**config.mk**
```make
export PLATFORM = sky130hd
export DESIGN_NAME = vga_scanout_flat
export DESIGN_NICKNAME = d
export VERILOG_FILES = /design/src/rtl/vga_scanout_if.sv /design/src/rtl/vga_scanout.sv /design/src/flat_wrapper.sv
export SDC_FILE = /design/constraint.sdc
export NUM_CORES = 1
export LEC_CHECK = 0
export CORE_MARGIN = 5
export CORE_UTILIZATION = 47
export CTS_CLUSTER_SIZE = 24
export DETAILED_ROUTE_END_ITERATION = 8
export GPL_TIMING_DRIVEN = 0
export PLACE_DENSITY = 0.81
export SETUP_SLACK_MARGIN = 0.5
export SYNTH_ARGS = -nofsm -noshare
export SYNTH_HDL_FRONTEND = slang
export SYNTH_SLANG_ARGS = --single-unit
```
**constraint.sdc**
```tcl
create_clock -name clk -period 3.4 [get_ports clk]
set_clock_uncertainty 0.1 [all_clocks]
set_input_delay 0.68 -clock clk [delete_from_list [all_inputs] [get_ports clk]]
set_output_delay 0.68 -clock clk [all_outputs]
set_load 0.02 [all_outputs]
```
**src/rtl/vga_scanout_if.sv**
```systemverilog
// Pixel-side and DAC-side signals of the VGA scanout block.
// master: the scanout itself (raster generator and pin driver).
// slave:  the consumer side (compositor, DAC pins, status readers).
interface vga_scanout_if;
  logic [23:0] rgb_in;
  logic [9:0]  hcount;
  logic [9:0]  vcount;
  logic [7:0]  VGA_R;
  logic [7:0]  VGA_G;
  logic [7:0]  VGA_B;
  logic        VGA_CLK;
  logic        VGA_HS;
  logic        VGA_VS;
  logic        VGA_BLANK_n;
  logic        VGA_SYNC_n;
  logic        frame_start;
  logic        vblank;
  logic [15:0] frame_count;

  modport master (
    input  rgb_in,
    output hcount, vcount,
    output VGA_R, VGA_G, VGA_B, VGA_CLK, VGA_HS, VGA_VS, VGA_BLANK_n, VGA_SYNC_n,
    output frame_start, vblank, frame_count
  );

  modport slave (
    output rgb_in,
    input  hcount, vcount,
    input  VGA_R, VGA_G, VGA_B, VGA_CLK, VGA_HS, VGA_VS, VGA_BLANK_n, VGA_SYNC_n,
    input  frame_start, vblank, frame_count
  );
endinterface

```
**src/rtl/vga_scanout.sv**
```systemverilog
// VGA scanout: raster counters, sync/blank generation delayed to match the
// compositor pipeline, colour gating into the DAC, and frame status.
module vga_scanout #(
  parameter int H_ACTIVE   = 640,
  parameter int H_FP       = 16,
  parameter int H_SYNC     = 96,
  parameter int H_BP       = 48,
  parameter int V_ACTIVE   = 480,
  parameter int V_FP       = 10,
  parameter int V_SYNC     = 2,
  parameter int V_BP       = 33,
  parameter int PIPE_DEPTH = 1
) (
  input  logic          clk,
  input  logic          reset,
  vga_scanout_if.master bus
);

  localparam int H_TOTAL = H_ACTIVE + H_FP + H_SYNC + H_BP;
  localparam int V_TOTAL = V_ACTIVE + V_FP + V_SYNC + V_BP;

  localparam logic [9:0] H_LAST     = 10'(H_TOTAL - 1);
  localparam logic [9:0] V_LAST     = 10'(V_TOTAL - 1);
  localparam logic [9:0] H_VIS      = 10'(H_ACTIVE);
  localparam logic [9:0] V_VIS      = 10'(V_ACTIVE);
  localparam logic [9:0] HS_START   = 10'(H_ACTIVE + H_FP);
  localparam logic [9:0] HS_END     = 10'(H_ACTIVE + H_FP + H_SYNC);
  localparam logic [9:0] VS_START   = 10'(V_ACTIVE + V_FP);
  localparam logic [9:0] VS_END     = 10'(V_ACTIVE + V_FP + V_SYNC);

  // {hs, vs, blank_n} while idle: syncs inactive (high), display blanked.
  localparam logic [2:0] TIMING_IDLE = 3'b110;

  logic       phase;
  logic       pixel_en;
  logic [9:0] h_q;
  logic [9:0] v_q;
  logic       raster_wrap;
  logic [2:0] timing_raw;
  logic [2:0] timing_dly;

  // Divide clk by two: phase doubles as the DAC pixel clock.
  // NOTE: every clocked block uses non-blocking (<=) so all registers
  // update from pre-edge values regardless of block ordering.
  always_ff @(posedge clk) begin
    if (reset) phase <= 1'b0;
    else       phase <= ~phase;
  end

  assign pixel_en    = phase;
  assign raster_wrap = (h_q == H_LAST) && (v_q == V_LAST);

  // Raster counters: column advances each pixel, line advances at column wrap.
  always_ff @(posedge clk) begin
    if (reset) begin
      h_q <= '0;
      v_q <= '0;
    end else if (pixel_en) begin
      if (h_q == H_LAST) begin
        h_q <= '0;
        v_q <= (v_q == V_LAST) ? '0 : v_q + 10'd1;
      end else begin
        h_q <= h_q + 10'd1;
      end
    end
  end

  // Undelayed timing decoded straight from the counters.
  assign timing_raw = {
    ~((h_q >= HS_START) && (h_q < HS_END)),
    ~((v_q >= VS_START) && (v_q < VS_END)),
    (h_q < H_VIS) && (v_q < V_VIS)
  };

  // Delay line that keeps sync/blank in step with the compositor's colour.
  if (PIPE_DEPTH == 0) begin : g_no_pipe
    assign timing_dly = timing_raw;
  end else begin : g_pipe
    logic [2:0] stage_q [PIPE_DEPTH];

    // NOTE: the delay stages are few flops, not a RAM, so they are reset to
    // idle timing; otherwise a reset mid-sync could leak a stale pulse.
    always_ff @(posedge clk) begin
      if (reset) begin
        for (int i = 0; i < PIPE_DEPTH; i++) stage_q[i] <= TIMING_IDLE;
      end else if (pixel_en) begin
        stage_q[0] <= timing_raw;
        for (int i = 1; i < PIPE_DEPTH; i++) stage_q[i] <= stage_q[i-1];
      end
    end

    assign timing_dly = stage_q[PIPE_DEPTH-1];
  end

  // Output register: timing and colour land on the pins together; colour is
  // forced to black whenever the aligned blank_n says the beam is blanked.
  always_ff @(posedge clk) begin
    if (reset) begin
      bus.VGA_HS      <= 1'b1;
      bus.VGA_VS      <= 1'b1;
      bus.VGA_BLANK_n <= 1'b0;
      bus.VGA_R       <= '0;
      bus.VGA_G       <= '0;
      bus.VGA_B       <= '0;
    end else if (pixel_en) begin
      bus.VGA_HS      <= timing_dly[2];
      bus.VGA_VS      <= timing_dly[1];
      bus.VGA_BLANK_n <= timing_dly[0];
      bus.VGA_R       <= timing_dly[0] ? bus.rgb_in[23:16] : 8'h00;
      bus.VGA_G       <= timing_dly[0] ? bus.rgb_in[15:8]  : 8'h00;
      bus.VGA_B       <= timing_dly[0] ? bus.rgb_in[7:0]   : 8'h00;
    end
  end

  // Frame status: one-clk pulse and completed-frame count at raster wrap.
  always_ff @(posedge clk) begin
    if (reset) begin
      bus.frame_start <= 1'b0;
      bus.frame_count <= '0;
    end else begin
      bus.frame_start <= pixel_en && raster_wrap;
      if (pixel_en && raster_wrap) bus.frame_count <= bus.frame_count + 16'd1;
    end
  end

  assign bus.hcount     = h_q;
  assign bus.vcount     = v_q;
  assign bus.vblank     = (v_q >= V_VIS);
  assign bus.VGA_CLK    = phase;
  assign bus.VGA_SYNC_n = 1'b0;

endmodule

```
**src/flat_wrapper.sv**
```systemverilog
// flat-port wrapper written by rule: the top's interface ports become plain ports
module vga_scanout_flat 
#(
  parameter int H_ACTIVE   = 640,
  parameter int H_FP       = 16,
  parameter int H_SYNC     = 96,
  parameter int H_BP       = 48,
  parameter int V_ACTIVE   = 480,
  parameter int V_FP       = 10,
  parameter int V_SYNC     = 2,
  parameter int V_BP       = 33,
  parameter int PIPE_DEPTH = 1
)
  (clk, reset, bus_rgb_in, bus_hcount, bus_vcount, bus_VGA_R, bus_VGA_G, bus_VGA_B, bus_VGA_CLK, bus_VGA_HS, bus_VGA_VS, bus_VGA_BLANK_n, bus_VGA_SYNC_n, bus_frame_start, bus_vblank, bus_frame_count);
  vga_scanout_if bus_i ();
  input  logic clk;
  input  logic reset;
  input wire logic [$bits(bus_i.rgb_in)-1:0] bus_rgb_in;
  output wire logic [$bits(bus_i.hcount)-1:0] bus_hcount;
  output wire logic [$bits(bus_i.vcount)-1:0] bus_vcount;
  output wire logic [$bits(bus_i.VGA_R)-1:0] bus_VGA_R;
  output wire logic [$bits(bus_i.VGA_G)-1:0] bus_VGA_G;
  output wire logic [$bits(bus_i.VGA_B)-1:0] bus_VGA_B;
  output wire logic [$bits(bus_i.VGA_CLK)-1:0] bus_VGA_CLK;
  output wire logic [$bits(bus_i.VGA_HS)-1:0] bus_VGA_HS;
  output wire logic [$bits(bus_i.VGA_VS)-1:0] bus_VGA_VS;
  output wire logic [$bits(bus_i.VGA_BLANK_n)-1:0] bus_VGA_BLANK_n;
  output wire logic [$bits(bus_i.VGA_SYNC_n)-1:0] bus_VGA_SYNC_n;
  output wire logic [$bits(bus_i.frame_start)-1:0] bus_frame_start;
  output wire logic [$bits(bus_i.vblank)-1:0] bus_vblank;
  output wire logic [$bits(bus_i.frame_count)-1:0] bus_frame_count;
  assign bus_i.rgb_in = bus_rgb_in;
  assign bus_hcount = bus_i.hcount;
  assign bus_vcount = bus_i.vcount;
  assign bus_VGA_R = bus_i.VGA_R;
  assign bus_VGA_G = bus_i.VGA_G;
  assign bus_VGA_B = bus_i.VGA_B;
  assign bus_VGA_CLK = bus_i.VGA_CLK;
  assign bus_VGA_HS = bus_i.VGA_HS;
  assign bus_VGA_VS = bus_i.VGA_VS;
  assign bus_VGA_BLANK_n = bus_i.VGA_BLANK_n;
  assign bus_VGA_SYNC_n = bus_i.VGA_SYNC_n;
  assign bus_frame_start = bus_i.frame_start;
  assign bus_vblank = bus_i.vblank;
  assign bus_frame_count = bus_i.frame_count;
  vga_scanout #(.H_ACTIVE(H_ACTIVE), .H_FP(H_FP), .H_SYNC(H_SYNC), .H_BP(H_BP), .V_ACTIVE(V_ACTIVE), .V_FP(V_FP), .V_SYNC(V_SYNC), .V_BP(V_BP), .PIPE_DEPTH(PIPE_DEPTH)) u_core (.clk(clk), .reset(reset), .bus(bus_i));
endmodule
```
Word level (Yosys, flattened, before mapping)
Memory sizes are Yosys's and may differ from the RTL's.
Cells that the tools add are included.
- register bits: 65
- memory bits (writable): 3
- input port bits: 26
- output and inout bits: 67
- memories: 1
- add/sub/neg operators: 3
- magnitude comparators: 7
- equal/unequal tests: 2
- muxes and demuxes: 12
- bitwise operators: 3
- reduce and logical (&&, ||, !) cells: 7
- memories (memory ; words ; bits a word ; rd ports ; clocked after Yosys merged registers in ; wr ports ; line ; RTL):
    u_core.g_pipe.stage_q ; 1 ; 3 ; 1 ; 0 ; 1 ; vga_scanout.sv:79 ; logic [2:0] stage_q [PIPE_DEPTH];
- operators by type and width (operator ; count):
    $mux 8 ; 3
    $add 10x1->10 const B ; 2
    $eq 10x10->1 const B ; 2
    $ge 10x9->1 const B ; 2
    $lt 10x10->1 const B ; 2
    $lt 10x9->1 const B ; 2
    $mux 10 ; 2
    $add 16x1->16 const B ; 1
    $ge 10x10->1 const B ; 1
    $mux 1 ; 6
    $logic_and 1x1->1 ; 5
    $mux 3 ; 1
    $not 1->1 ; 3
    $reduce_or 3->1 ; 1
    $reduce_and 2->1 ; 1

Depth between registers and ports, before layout
Gate-level depths: netlist (run 1).
- depth in word-level cells: 5
- mapped depth: 7

Worst setup path after synthesis (run 1)
OpenSTA, ideal clock, no wires.
- path type: flip-flop to flip-flop
- start: register u_core.v_q[0] (netlist: u_core.bus.vcount[0])
- end: register u_core.bus.frame_count[14]
- library setup time: 0.070 ns
- arrival time: 1.826 ns
- data required time: 3.230 ns
- path slack: 1.403 ns
- stages on the path, launching flop included: 8
- clock period less this slack: 1.997 ns
- path through: dfxtp_1 -> inv_1 -> ha_1 -> and4bb_1 -> buf_2 -> nand4_2 -> or4_1 -> a21oi_1
- cells in the longest elaborated chain, start to end: 3
- ends and longest elaborated chain (element ; line ; RTL):
    from (decl) ; vga_scanout.sv:37 ; logic [9:0] v_q;
    from (signal assigned) ; vga_scanout.sv:61 ; v_q <= (v_q == V_LAST) ? '0 : v_q + 10'd1;
    $eq 10x10->1 ; vga_scanout.sv:51 ; assign raster_wrap = (h_q == H_LAST) && (v_q == V_LAST);
    $logic_and 1x1->1 ; vga_scanout.sv:51 ;
    $logic_and 1x1->1 ; vga_scanout.sv:122 ; if (pixel_en && raster_wrap) bus.frame_count <= bus.frame_count + 16'd1;
    to (signal assigned) ; vga_scanout.sv:122 ;
    to (decl) ; vga_scanout_if.sv:24 ; output frame_start, vblank, frame_count
No other way between the ends.
A chain may end at the register's enable or synchronous reset.

Worst setup path after layout (run 1)
- start: register u_core.v_q[6] (netlist: u_core.bus.vcount[6])
- end: output port bus_vblank
- cells in the longest elaborated chain, start to end: 1
- ends and longest elaborated chain (element ; line ; RTL):
    $ge 10x9->1 ; vga_scanout.sv:128 ; assign bus.vblank = (v_q >= V_VIS);
    to (decl) ; flat_wrapper.sv:30 ; output wire logic [$bits(bus_i.vblank)-1:0] bus_vblank;
No other way between the ends.

==> flow_metrics.env, run 1 <==
export IMPL_status="complete, no violations"
export IMPL_synth_net_count=330
export IMPL_cp_max_fo=7
export IMPL_dp_cells=463
export IMPL_clock_sinks=68
export IMPL_p_sw_mw=0.344
export IMPL_fp_dieArea_um2=7870
export IMPL_synthTopCellsByArea="dfxtp_1, a22o_1, a21oi_1, or4_1, o31ai_1"
export IMPL_cts_root_buffer_cell="clkbuf_8"
export IMPL_switching_share=0.219
export IMPL_slew_violations=0
export IMPL_drive_above_1_share=0.0569
export IMPL_fin_crit_sh=0.760
export IMPL_n_fill_cell=462
export IMPL_stdcell_count=479
export IMPL_hp_class="register to register"
export IMPL_num_nets_final=431
export IMPL_synthMuxAreaShare=0.0137
export IMPL_yosysSeqAreaShare=0.478
export IMPL_ys_ff_latch=68
export IMPL_synth_xor_area_share=0.0271
export IMPL_p_leak_nw=1.43
export IMPL_cp_data_required_time_ns=2.62
export IMPL_post_cts_buffers=0
export IMPL_cp_arrival_ns=1.80
export IMPL_cts_tree="built"
export IMPL_grt_pass1_wl_um=12200
export IMPL_use_met1=0.235
export IMPL_clock_path_buffers=2
export IMPL_final_cell_mix="clkdlybuf4s50_1, dfxtp_1, a22o_1, a21oi_1, clkbuf_1"
export IMPL_clk_latency_ns=0.34
export IMPL_die_h_um=88.7
export IMPL_p_clk_frac=0.407
export IMPL_ir_worst_vdd_uv=244
export IMPL_drc=0
export IMPL_regArea_um2=1390
export IMPL_critPathCaptureType="primary output"
export IMPL_critPathKind="register to primary output"
export IMPL_finalHoldViolCount=0
export IMPL_maxCapViolCount=0
export IMPL_fin_crit_ns=2.58
export IMPL_crit_path_start="u_core.bus.vcount[6]"
export IMPL_synthDominantCellAreaShare=0.447
export IMPL_synth_fa_ha_area_frac=0.0258
export IMPL_synth_top_family_by_area="simple AND/OR/NAND/NOR gates"
export IMPL_synth_top_area_cell="dfxtp_1"
export IMPL_grt_pass1_vias=2562
export IMPL_core_rowCount=28
export IMPL_core_area_um2=5990
export IMPL_wire_per_inst_um=15.9
export IMPL_finalSetupViolCount=0
export IMPL_io_buffer_count=90
export IMPL_synth_compound_area_frac=0.182
export IMPL_finalCoreUtilization=0.684
export IMPL_dpl_hpwl_um=5470
export IMPL_final_common_cell="clkdlybuf4s50_1"
export IMPL_drt_pass1_iterations=4
export IMPL_worstMarginPinSlew_ns=0.578
export IMPL_synthesis_area_um2=2910
export IMPL_cts_buffers=9
export IMPL_worstSetupStartpointType="register"
export IMPL_gr_usage_met2=0.308
export IMPL_synth_simple_area_share=0.230
export IMPL_grt_use_total=0.201
export IMPL_yosys_warnings=0
export IMPL_combPwrFrac=0.070
export IMPL_antenna_cells=0
export IMPL_top_usage_layer="met2"
export IMPL_relSlewSlack=0.612
export IMPL_power_density_nw_per_um2=385
export IMPL_drt_total_wl_um=7600
export IMPL_syn_to_final_growth_pct=40.6
export IMPL_drtIter0Drc=166
export IMPL_postPlaceCellArea_um2=3910
export IMPL_syn_mean_instance_area_um2=9.77
export IMPL_multi_input_comb_area_um2=1400
export IMPL_rsz0062_at_grt="no"
export IMPL_chipWidth_um=88.7
export IMPL_grt_start_max_net_pins=12
export IMPL_gp_congestion=0.817
export IMPL_seqPwrFrac=0.523
export IMPL_met3_usage=0.112
export IMPL_cts_resized=0
export IMPL_ios=93
export IMPL_min_from="u_core.bus.VGA_BLANK_n"
export IMPL_hold_buffers=0
export IMPL_antenna_found_initial=0
export IMPL_synthDistinctLibCells=44
export IMPL_fmax_mhz=387
export IMPL_overflow=0
export IMPL_ant_nets=0
export IMPL_netlist_instances=298
export IMPL_vias=2724
export IMPL_fin_setup_tns_ns=0
export IMPL_internal_power_mw=1.23
export IMPL_htree_levels=3
export IMPL_start_util=0.486
export IMPL_design_area_um2=4100
export IMPL_r2r_start="u_core.bus.VGA_CLK"
export IMPL_routed_via_density=5.69
export IMPL_cts_clk_slew_worst_paths_ns=0.07
-- flip-flops by register name, indices dropped and copies added, names as in the netlist, 3 cells and up --
signal / flops
u_core.bus.VGA_B: 8
u_core.bus.VGA_G: 8
u_core.bus.hcount: 10
u_core.g_pipe.stage_q: 3
u_core.bus.VGA_R: 8
u_core.bus.vcount: 10
u_core.bus.frame_count: 16
-- synth_stat cells (all sizes together) --
| master | number |
|---|---|
| dfxtp | 65 |
| a22o | 24 |
| a21oi | 23 |
| nand3 | 15 |
| or4 | 15 |
| nand4 | 14 |
| nor2 | 14 |
| o31ai | 14 |
| nand2 | 13 |
| clkbuf | 12 |
| o21ai | 12 |
| inv | 10 |
| or3 | 7 |
| ha | 6 |
| xnor2 | 6 |
| and3 | 5 |
| and4 | 5 |
| buf | 5 |
| mux2i | 4 |
| nor3 | 4 |
| edfxtp | 3 |
| nand2b | 3 |
| xor2 | 3 |
| and2 | 2 |
| nor4b | 2 |
| a21o | 1 |
| a22oi | 1 |
| a41oi | 1 |
| and3b | 1 |
| and4bb | 1 |
| conb | 1 |
| nand3b | 1 |
| nor3b | 1 |
| nor4bb | 1 |
| o211ai | 1 |
| o2bb2ai | 1 |
| or2 | 1 |
-- worst max-delay path: stages, from the launching register on --
cell,delay [ns]
dfxtp_1,0.48
nand4_1,0.23
nand2b_1,0.13
clkdlybuf4s50_1,0.63
-- power groups by stage --
stage                     Combinational, mW  Sequential [mW]  Clock, mW
after detailed placement              0.111            0.841          0
after global routing                  0.119            0.825      0.689
after floorplan                      0.0338            0.854          0
after CTS                             0.112            0.823      0.657
after global placement                0.110            0.841          0
final                                 0.111            0.823      0.641
-- final cells by class --
type	instances	share of cell area
sequential	68	0.340
inverter	10	0.00917
multi-input combinational	203	0.342
buffer	17	0.0208
timing repair buffer	90	0.220
clock inverter	2	0.00855
tap	75	0.0229
clock buffer	14	0.0373
-- stage by stage --
| stage | setup WS [ns] | total power, mW | hold slack, ns |
|---|---|---|---|
| after floorplan | 1.40 | 0.888 | 0.338 |
| after global placement | 1.10 | 0.950 | 0.336 |
| after detailed placement | 1.08 | 0.952 | 0.344 |
| after CTS | 0.788 | 1.59 | 0.355 |
| after global routing | 0.670 | 1.63 | 0.375 |
| final | 0.815 | 1.58 | 0.358 |
-- final timing paths --
check	endpoint	slack, ns	cells past startpoint
worst max-delay path	bus_vblank	0.82	3
worst min-delay path	u_core.bus.VGA_BLANK_n	0.36	1
worst max register to register	u_core.bus.frame_count[0]	1.05	6
worst min register to register	u_core.bus.VGA_BLANK_n	0.36	1
-- cell families (layout without fill, tap and decap cells) --
kind of cell | count (synthesis) | after routing
AO/OA/AOI/OAI | 78 | 78
flip-flops | 68 | 68
XOR/XNOR | 9 | 9
other | 1 | 1
multiplexers | 4 | 4
adder cells (fa/ha/maj) | 6 | 6
AND/OR/NAND/NOR | 105 | 105
buffers and inverters | 27 | 133
-- metal layers --
metal  vias to the layer above  routed length, um
li1                       1331                  -
met1                      1268               3280
met2                       115               3250
met3                        10                976
met4                         0                100
met5                         -                  0
Note: power is estimated with default switching activity, not from simulation.
==> inputs of run 2 (changes only) <==
--- a/config.mk
+++ b/config.mk
@@ -6,11 +6,11 @@
 export NUM_CORES = 1
 export LEC_CHECK = 0
 export CORE_MARGIN = 5
-export CORE_UTILIZATION = 47
+export CORE_UTILIZATION = 46
 export CTS_CLUSTER_SIZE = 24
 export DETAILED_ROUTE_END_ITERATION = 8
 export GPL_TIMING_DRIVEN = 0
-export PLACE_DENSITY = 0.81
+export PLACE_DENSITY = 0.8
 export SETUP_SLACK_MARGIN = 0.5
 export SYNTH_ARGS = -nofsm -noshare
 export SYNTH_HDL_FRONTEND = slang
==> constraint.sdc (replaced) <==
create_clock -name clk -period 2.6 [get_ports clk]
set_clock_uncertainty 0.1 [all_clocks]
set_input_delay 0.52 -clock clk [delete_from_list [all_inputs] [get_ports clk]]
set_output_delay 0.52 -clock clk [all_outputs]
set_load 0.02 [all_outputs]
==> run 2 against run 1 <==
  * Routed wire length grew 3.3%
  * Count of clock-buffer cells in the layout decreased by 2
  * First-iteration DRC count shrank 27%
  * Largest power group unchanged
  * Global-route usage decreased by 0.16 points
  * Critical endpoint is now u_core.bus.frame_count[14]
  * Non-clock buffer count increased by 4
  * Critical path depth increased by 4
  * Largest cell class unchanged
  * Design area grew 2.5%
  * Critical path type is now register to register
  * Clock power increased by 27%
==> flow_metrics.env, run 2 (synthesis results as in run 1) <==
export IMPL_hold_buffers=0
export IMPL_min_from="u_core.bus.VGA_BLANK_n"
export IMPL_r2r_start="u_core.bus.vcount[0]"
export IMPL_ir_worst_vdd_uv=380
export IMPL_crit_family="simple AND/OR/NAND/NOR gates"
export IMPL_reg2reg_setup_slack_ns=0.54
export IMPL_core_rowCount=29
export IMPL_n_fill_cell=536
export IMPL_critPathBufInv=2
export IMPL_drc=0
export IMPL_dpl_hpwl_um=5690
export IMPL_slew_violations=0
export IMPL_io_buffer_count=90
export IMPL_worstSetupStartpointType="register"
export IMPL_path_cells="inv_2, ha_1, and4bb_1, clkbuf_4, nand4_4, or4_1, a21oi_1"
export IMPL_maxCapViolCount=0
export IMPL_drt_total_wl_um=7850
export IMPL_largest_reg_flops=16
export IMPL_min_path_cells=1
export IMPL_syn_to_final_growth_pct=44.2
export IMPL_hold_ws_ns=0.364
export IMPL_min_to="u_core.bus.VGA_BLANK_n"
export IMPL_ant_nets=0
export IMPL_start_util=0.467
export IMPL_critPathCaptureType="register"
export IMPL_clock_sinks=68
export IMPL_cp_max_fo=9
export IMPL_gp_congestion=0.854
export IMPL_cts_buffers=9
export IMPL_top_register="u_core.bus.frame_count"
export IMPL_ios=93
export IMPL_routed_via_density=5.67
export IMPL_fp_dieArea_um2=8020
export IMPL_grt_use_total=0.199
export IMPL_core_area_um2=6240
export IMPL_status="complete, no violations"
export IMPL_critPathMaxStageDelay_ns=0.54
export IMPL_clock_path_buffers=2
export IMPL_cts_clk_slew_worst_paths_ns=0.07
export IMPL_fin_crit_sh=0.791
export IMPL_clk_latency_ns=0.34
export IMPL_fin_setup_tns_ns=0
export IMPL_overflow=0
export IMPL_worstMarginPinSlew_ns=0.590
export IMPL_chipWidth_um=89.6
export IMPL_grt_pass1_wl_um=12500
export IMPL_pre_cts_ws_ns=0.290
export IMPL_rsz0062_at_grt="yes"
export IMPL_r2r_end="u_core.bus.frame_count[14]"
export IMPL_p_leak_nw=1.53
export IMPL_critPathKind="register to register"
export IMPL_num_nets_final=435
export IMPL_final_common_cell="clkdlybuf4s50_1"
export IMPL_final_cell_mix="clkdlybuf4s50_1, dfxtp_1, a22o_1, a21oi_1, nand3_1"
export IMPL_relSlewSlack=0.606
export IMPL_fmax_mhz=486
export IMPL_power_density_nw_per_um2=486
export IMPL_finalCoreUtilization=0.673
export IMPL_hp_class="register to register"
export IMPL_drive_above_1_share=0.125
export IMPL_worstRegToRegCells=7
export IMPL_finalSetupViolCount=0
export IMPL_wire_per_inst_um=16.2
export IMPL_drtIter0Drc=122
export IMPL_drt_pass1_iterations=4
export IMPL_antenna_found_initial=0
export IMPL_cts_tree="built"
export IMPL_cp_data_required_time_ns=2.77
export IMPL_htree_levels=3
export IMPL_cp_arrival_ns=2.23
export IMPL_vias=2751
export IMPL_grt_start_max_net_pins=12
export IMPL_cts_root_buffer_cell="clkbuf_8"
export IMPL_crit_slowest_cell="or4_1"
export IMPL_fin_crit_ns=2.06
export IMPL_die_h_um=89.6
export IMPL_antenna_cells=0
export IMPL_finalHoldViolCount=0
export IMPL_grt_pass1_vias=2617
export IMPL_post_route_worst_setup_slack_ns=0.542
==> run 2: cell types whose count changed in the layout (fill, tap and decap cells not counted), moves of 4 or more <==
cell,previous run,this run
dlymetal6s2s_1,0,4
clkdlybuf4s50_1,90,82
clkbuf_1,16,9
buf_4,1,6
dfxtp_2,0,6
dfxtp_1,65,59
==> run 2: how the worst max path moves through the flow <==
stage	depth (start not counted)	slack, ns	to	startpoint
floorplan	7	0.60	u_core.bus.frame_count[14]	u_core.bus.vcount[0]
global placement	6	0.35	u_core.bus.frame_count[0]	u_core.bus.VGA_CLK
detailed placement	6	0.29	u_core.bus.frame_count[0]	u_core.bus.hcount[1]
CTS	7	0.46	u_core.bus.frame_count[12]	u_core.bus.vcount[0]
global route	7	0.44	u_core.bus.frame_count[12]	u_core.bus.vcount[0]
finish	7	0.54	u_core.bus.frame_count[14]	u_core.bus.vcount[0]
==> run 2: cell type report <==
cell class                 count  area [um2]  area share
buffer                        17        93.8      0.0223
clock buffer                  12         165      0.0393
clock inverter                 4        22.5     0.00536
inverter                      10        37.5     0.00894
multi-input combinational    203        1450       0.346
sequential                    68        1400       0.333
tap                           77        96.3      0.0229
timing repair buffer          94         932       0.222
==> run 2: what timing repair did <==
| action | 4_1_cts | 5_1_grt |
|---|---|---|
| pin swaps | 1 | 3 |
| setup endpoints to repair | 23 | 31 |
| buffers inserted | 0 | 4 |
| resized for setup | 12 | 26 |
==> run 2: where the power goes <==
| group | internal (mW) | switching [mW] | total, mW |
|---|---|---|---|
| registers | 1.07 | 0.0110 | 1.08 |
| clock network | 0.419 | 0.396 | 0.816 |
| logic | 0.0752 | 0.0714 | 0.147 |
| total | 1.56 | 0.479 | 2.04 |
==> run 2: metal layers <==
layer | part of all wire | GRT usage | vias up
met5 | 0 | 0 | -
met4 | 0.015 | 0.0839 | 0
met3 | 0.097 | 0.0757 | 14
met2 | 0.46 | 0.316 | 104
met1 | 0.43 | 0.241 | 1294
li1 | - | - | 1339
==> run 2: through the flow <==
stage               cells  instance area [um2]  total power [mW]
finish                485                 4200              2.04
global route          485                 4200              2.10
CTS                   481                 4110              2.05
detailed placement    465                 3910              1.24
global placement      465                 3910              1.24
floorplan             298                 2910              1.16
==> inputs of run 3 (changes only) <==
--- a/config.mk
+++ b/config.mk
@@ -6,11 +6,11 @@
 export NUM_CORES = 1
 export LEC_CHECK = 0
 export CORE_MARGIN = 5
-export CORE_UTILIZATION = 46
+export CORE_UTILIZATION = 42
 export CTS_CLUSTER_SIZE = 24
 export DETAILED_ROUTE_END_ITERATION = 8
 export GPL_TIMING_DRIVEN = 0
-export PLACE_DENSITY = 0.8
+export PLACE_DENSITY = 0.77
 export SETUP_SLACK_MARGIN = 0.5
 export SYNTH_ARGS = -nofsm -noshare
 export SYNTH_HDL_FRONTEND = slang
==> constraint.sdc (replaced) <==
create_clock -name clk -period 1.83 [get_ports clk]
set_clock_uncertainty 0.1 [all_clocks]
set_input_delay 0.366 -clock clk [delete_from_list [all_inputs] [get_ports clk]]
set_output_delay 0.366 -clock clk [all_outputs]
set_load 0.02 [all_outputs]
==> run 3 against run 2 <==
  * The run now ends with setup timing left
  * Hold slack got worse by 0.060 ns
  * Routed wire length increased by 31%
  * Global-route usage increased by 1.9 points
  * Utilization increased by 9.3 points
  * Critical path depth decreased by 1
  * Combinational power increased by 79%
  * Maximum frequency decreased by 2.0%
  * Design area increased by 23%
  * Clock power increased by 74%
  * Flip-flop and latch count unchanged
  * First-iteration DRC count increased by 31%
  * Total power increased by 56%
  * Critical path type unchanged
  * Critical endpoint unchanged
==> flow_metrics.env, run 3 (synthesis results as in run 1) <==
export IMPL_status="complete, but fails checks"
export IMPL_violations="setup timing"
export IMPL_drt_pass1_iterations=4
export IMPL_worstMarginPinSlew_ns=0.754
export IMPL_pre_cts_ws_ns=-0.298
export IMPL_power_density_nw_per_um2=614
export IMPL_syn_to_final_growth_pct=77.6
export IMPL_postPlaceCellArea_um2=4090
export IMPL_fmax_mhz=476
export IMPL_clock_sinks=68
export IMPL_chipWidth_um=93.3
export IMPL_slew_violations=0
export IMPL_cts_root_buffer_cell="clkbuf_8"
export IMPL_grt_pass1_vias=3016
export IMPL_rsz0062_at_grt="yes"
export IMPL_maxCapViolCount=0
export IMPL_hold_ws_ns=0.304
export IMPL_multi_input_comb_area_um2=1710
export IMPL_antenna_found_initial=0
export IMPL_n_fill_cell=433
export IMPL_dpl_hpwl_um=5730
export IMPL_grt_use_total=0.218
export IMPL_top_register="u_core.bus.frame_count"
export IMPL_finalPower_mw=3.17
export IMPL_fp_dieArea_um2=8700
export IMPL_cp_arrival_ns=2.27
export IMPL_drc=0
export IMPL_overflow=0
export IMPL_htree_levels=3
export IMPL_finalHoldViolCount=0
export IMPL_worstSetupStartpointType="register"
export IMPL_largest_reg_flops=16
export IMPL_drt_total_wl_um=10300
export IMPL_finalSetupViolCount=23
export IMPL_die_h_um=93.3
export IMPL_cp_data_required_time_ns=2.00
export IMPL_final_common_cell="buf_4"
export IMPL_gp_congestion=0.803
export IMPL_grt_pass1_wl_um=15000
export IMPL_ant_nets=0
export IMPL_cts_buffers=9
export IMPL_p_leak_nw=2.00
export IMPL_cts_tree="built"
export IMPL_core_rowCount=30
export IMPL_fin_crit_sh=1.15
export IMPL_clock_path_buffers=2
export IMPL_cts_clk_slew_worst_paths_ns=0.08
export IMPL_routed_via_density=5.76
export IMPL_start_util=0.431
export IMPL_num_nets_final=481
export IMPL_ios=93
export IMPL_cp_max_fo=8
export IMPL_clk_latency_ns=0.36
export IMPL_wire_per_inst_um=19.2
export IMPL_design_area_um2=5170
export IMPL_antenna_cells=0
export IMPL_fin_crit_ns=2.10
export IMPL_drtIter0Drc=160
export IMPL_final_cell_mix="buf_4, buf_6, dfxtp_4, a22o_1, clkdlybuf4s50_1"
export IMPL_grt_start_max_net_pins=12
export IMPL_drive_above_1_share=0.566
export IMPL_post_route_worst_setup_slack_ns=-0.271
export IMPL_regArea_um2=1540
export IMPL_hp_class="input port to register"
export IMPL_critPathCaptureType="register"
export IMPL_ir_worst_vdd_uv=388
export IMPL_critPathKind="register to register"
export IMPL_relSlewSlack=0.497
export IMPL_core_area_um2=6760
export IMPL_vias=3074
export IMPL_io_buffer_count=90
[run 3: cell count changes in the layout (fill, tap and decap cells not counted), moves of 7 or more]
cell	previous run	this run
clkbuf_1	9	2
clkdlybuf4s50_1	82	24
nor2_1	14	6
buf_6	2	55
dfxtp_2	6	22
buf_4	6	61
dfxtp_1	59	11
dfxtp_4	0	32
[run 3: report_power, final]
part / switching [mW] / internal (mW) / leakage (nW)
combinational: 0.121 / 0.142 / 1.29
clock: 0.603 / 0.820 / 0.121
sequential: 0.0171 / 1.47 / 0.585
[run 3: area by class of cell]
class / count / share of cell area
inverter: 10 / 0.00822
sequential: 68 / 0.298
timing repair buffer: 139 / 0.254
clock buffer: 13 / 0.0368
multi-input combinational: 204 / 0.331
tap: 80 / 0.0194
buffer: 17 / 0.0460
clock inverter: 3 / 0.00774
[run 3: layer usage]
metal | up-vias | GRT usage | routed length (um)
met5 | - | 0 | 0
met4 | 0 | 0.0916 | 193
met3 | 15 | 0.0700 | 883
met2 | 126 | 0.367 | 5140
met1 | 1500 | 0.254 | 4040
li1 | 1433 | - | -
[run 3: worst max-delay path: stages (launching register included)]
cell	delay [ns]
dfxtp_4	0.35
buf_6	0.12
nor4b_4	0.37
nand4_4	0.22
buf_6	0.21
or4_4	0.49
a21oi_1	0.17
[run 3: worst paths after layout]
path / startpoint / to / slack [ns] / cells past startpoint
setup / recovery: u_core.bus.hcount[5] / u_core.bus.frame_count[14] / -0.27 / 6
hold / removal: reset / u_core.bus.frame_start / 0.30 / 2
setup reg to reg: u_core.bus.hcount[5] / u_core.bus.frame_count[14] / -0.27 / 6
hold reg to reg: u_core.bus.VGA_BLANK_n / u_core.bus.VGA_BLANK_n / 0.36 / 1
[run 3: repair_timing]
| action | in CTS | in global routing |
|---|---|---|
| setup buffers | 32 | 15 |
| pin swaps | 16 | 19 |
| cloned | 3 | 0 |
| hold buffers | 0 | 0 |
| gates resized for setup | 419 | 91 |
| endpoints found under the setup margin | 135 | 128 |
[run 3: per-stage QoR]
step           setup TNS (ns)  std cells   util
6_report                -3.40        534  0.766
5_1_grt                 -5.02        534  0.766
4_1_cts                -0.449        519  0.712
3_5_place_dp            -6.19        468  0.605
3_3_place_gp            -5.25        468  0.605
2_1_floorplan               0        298      -
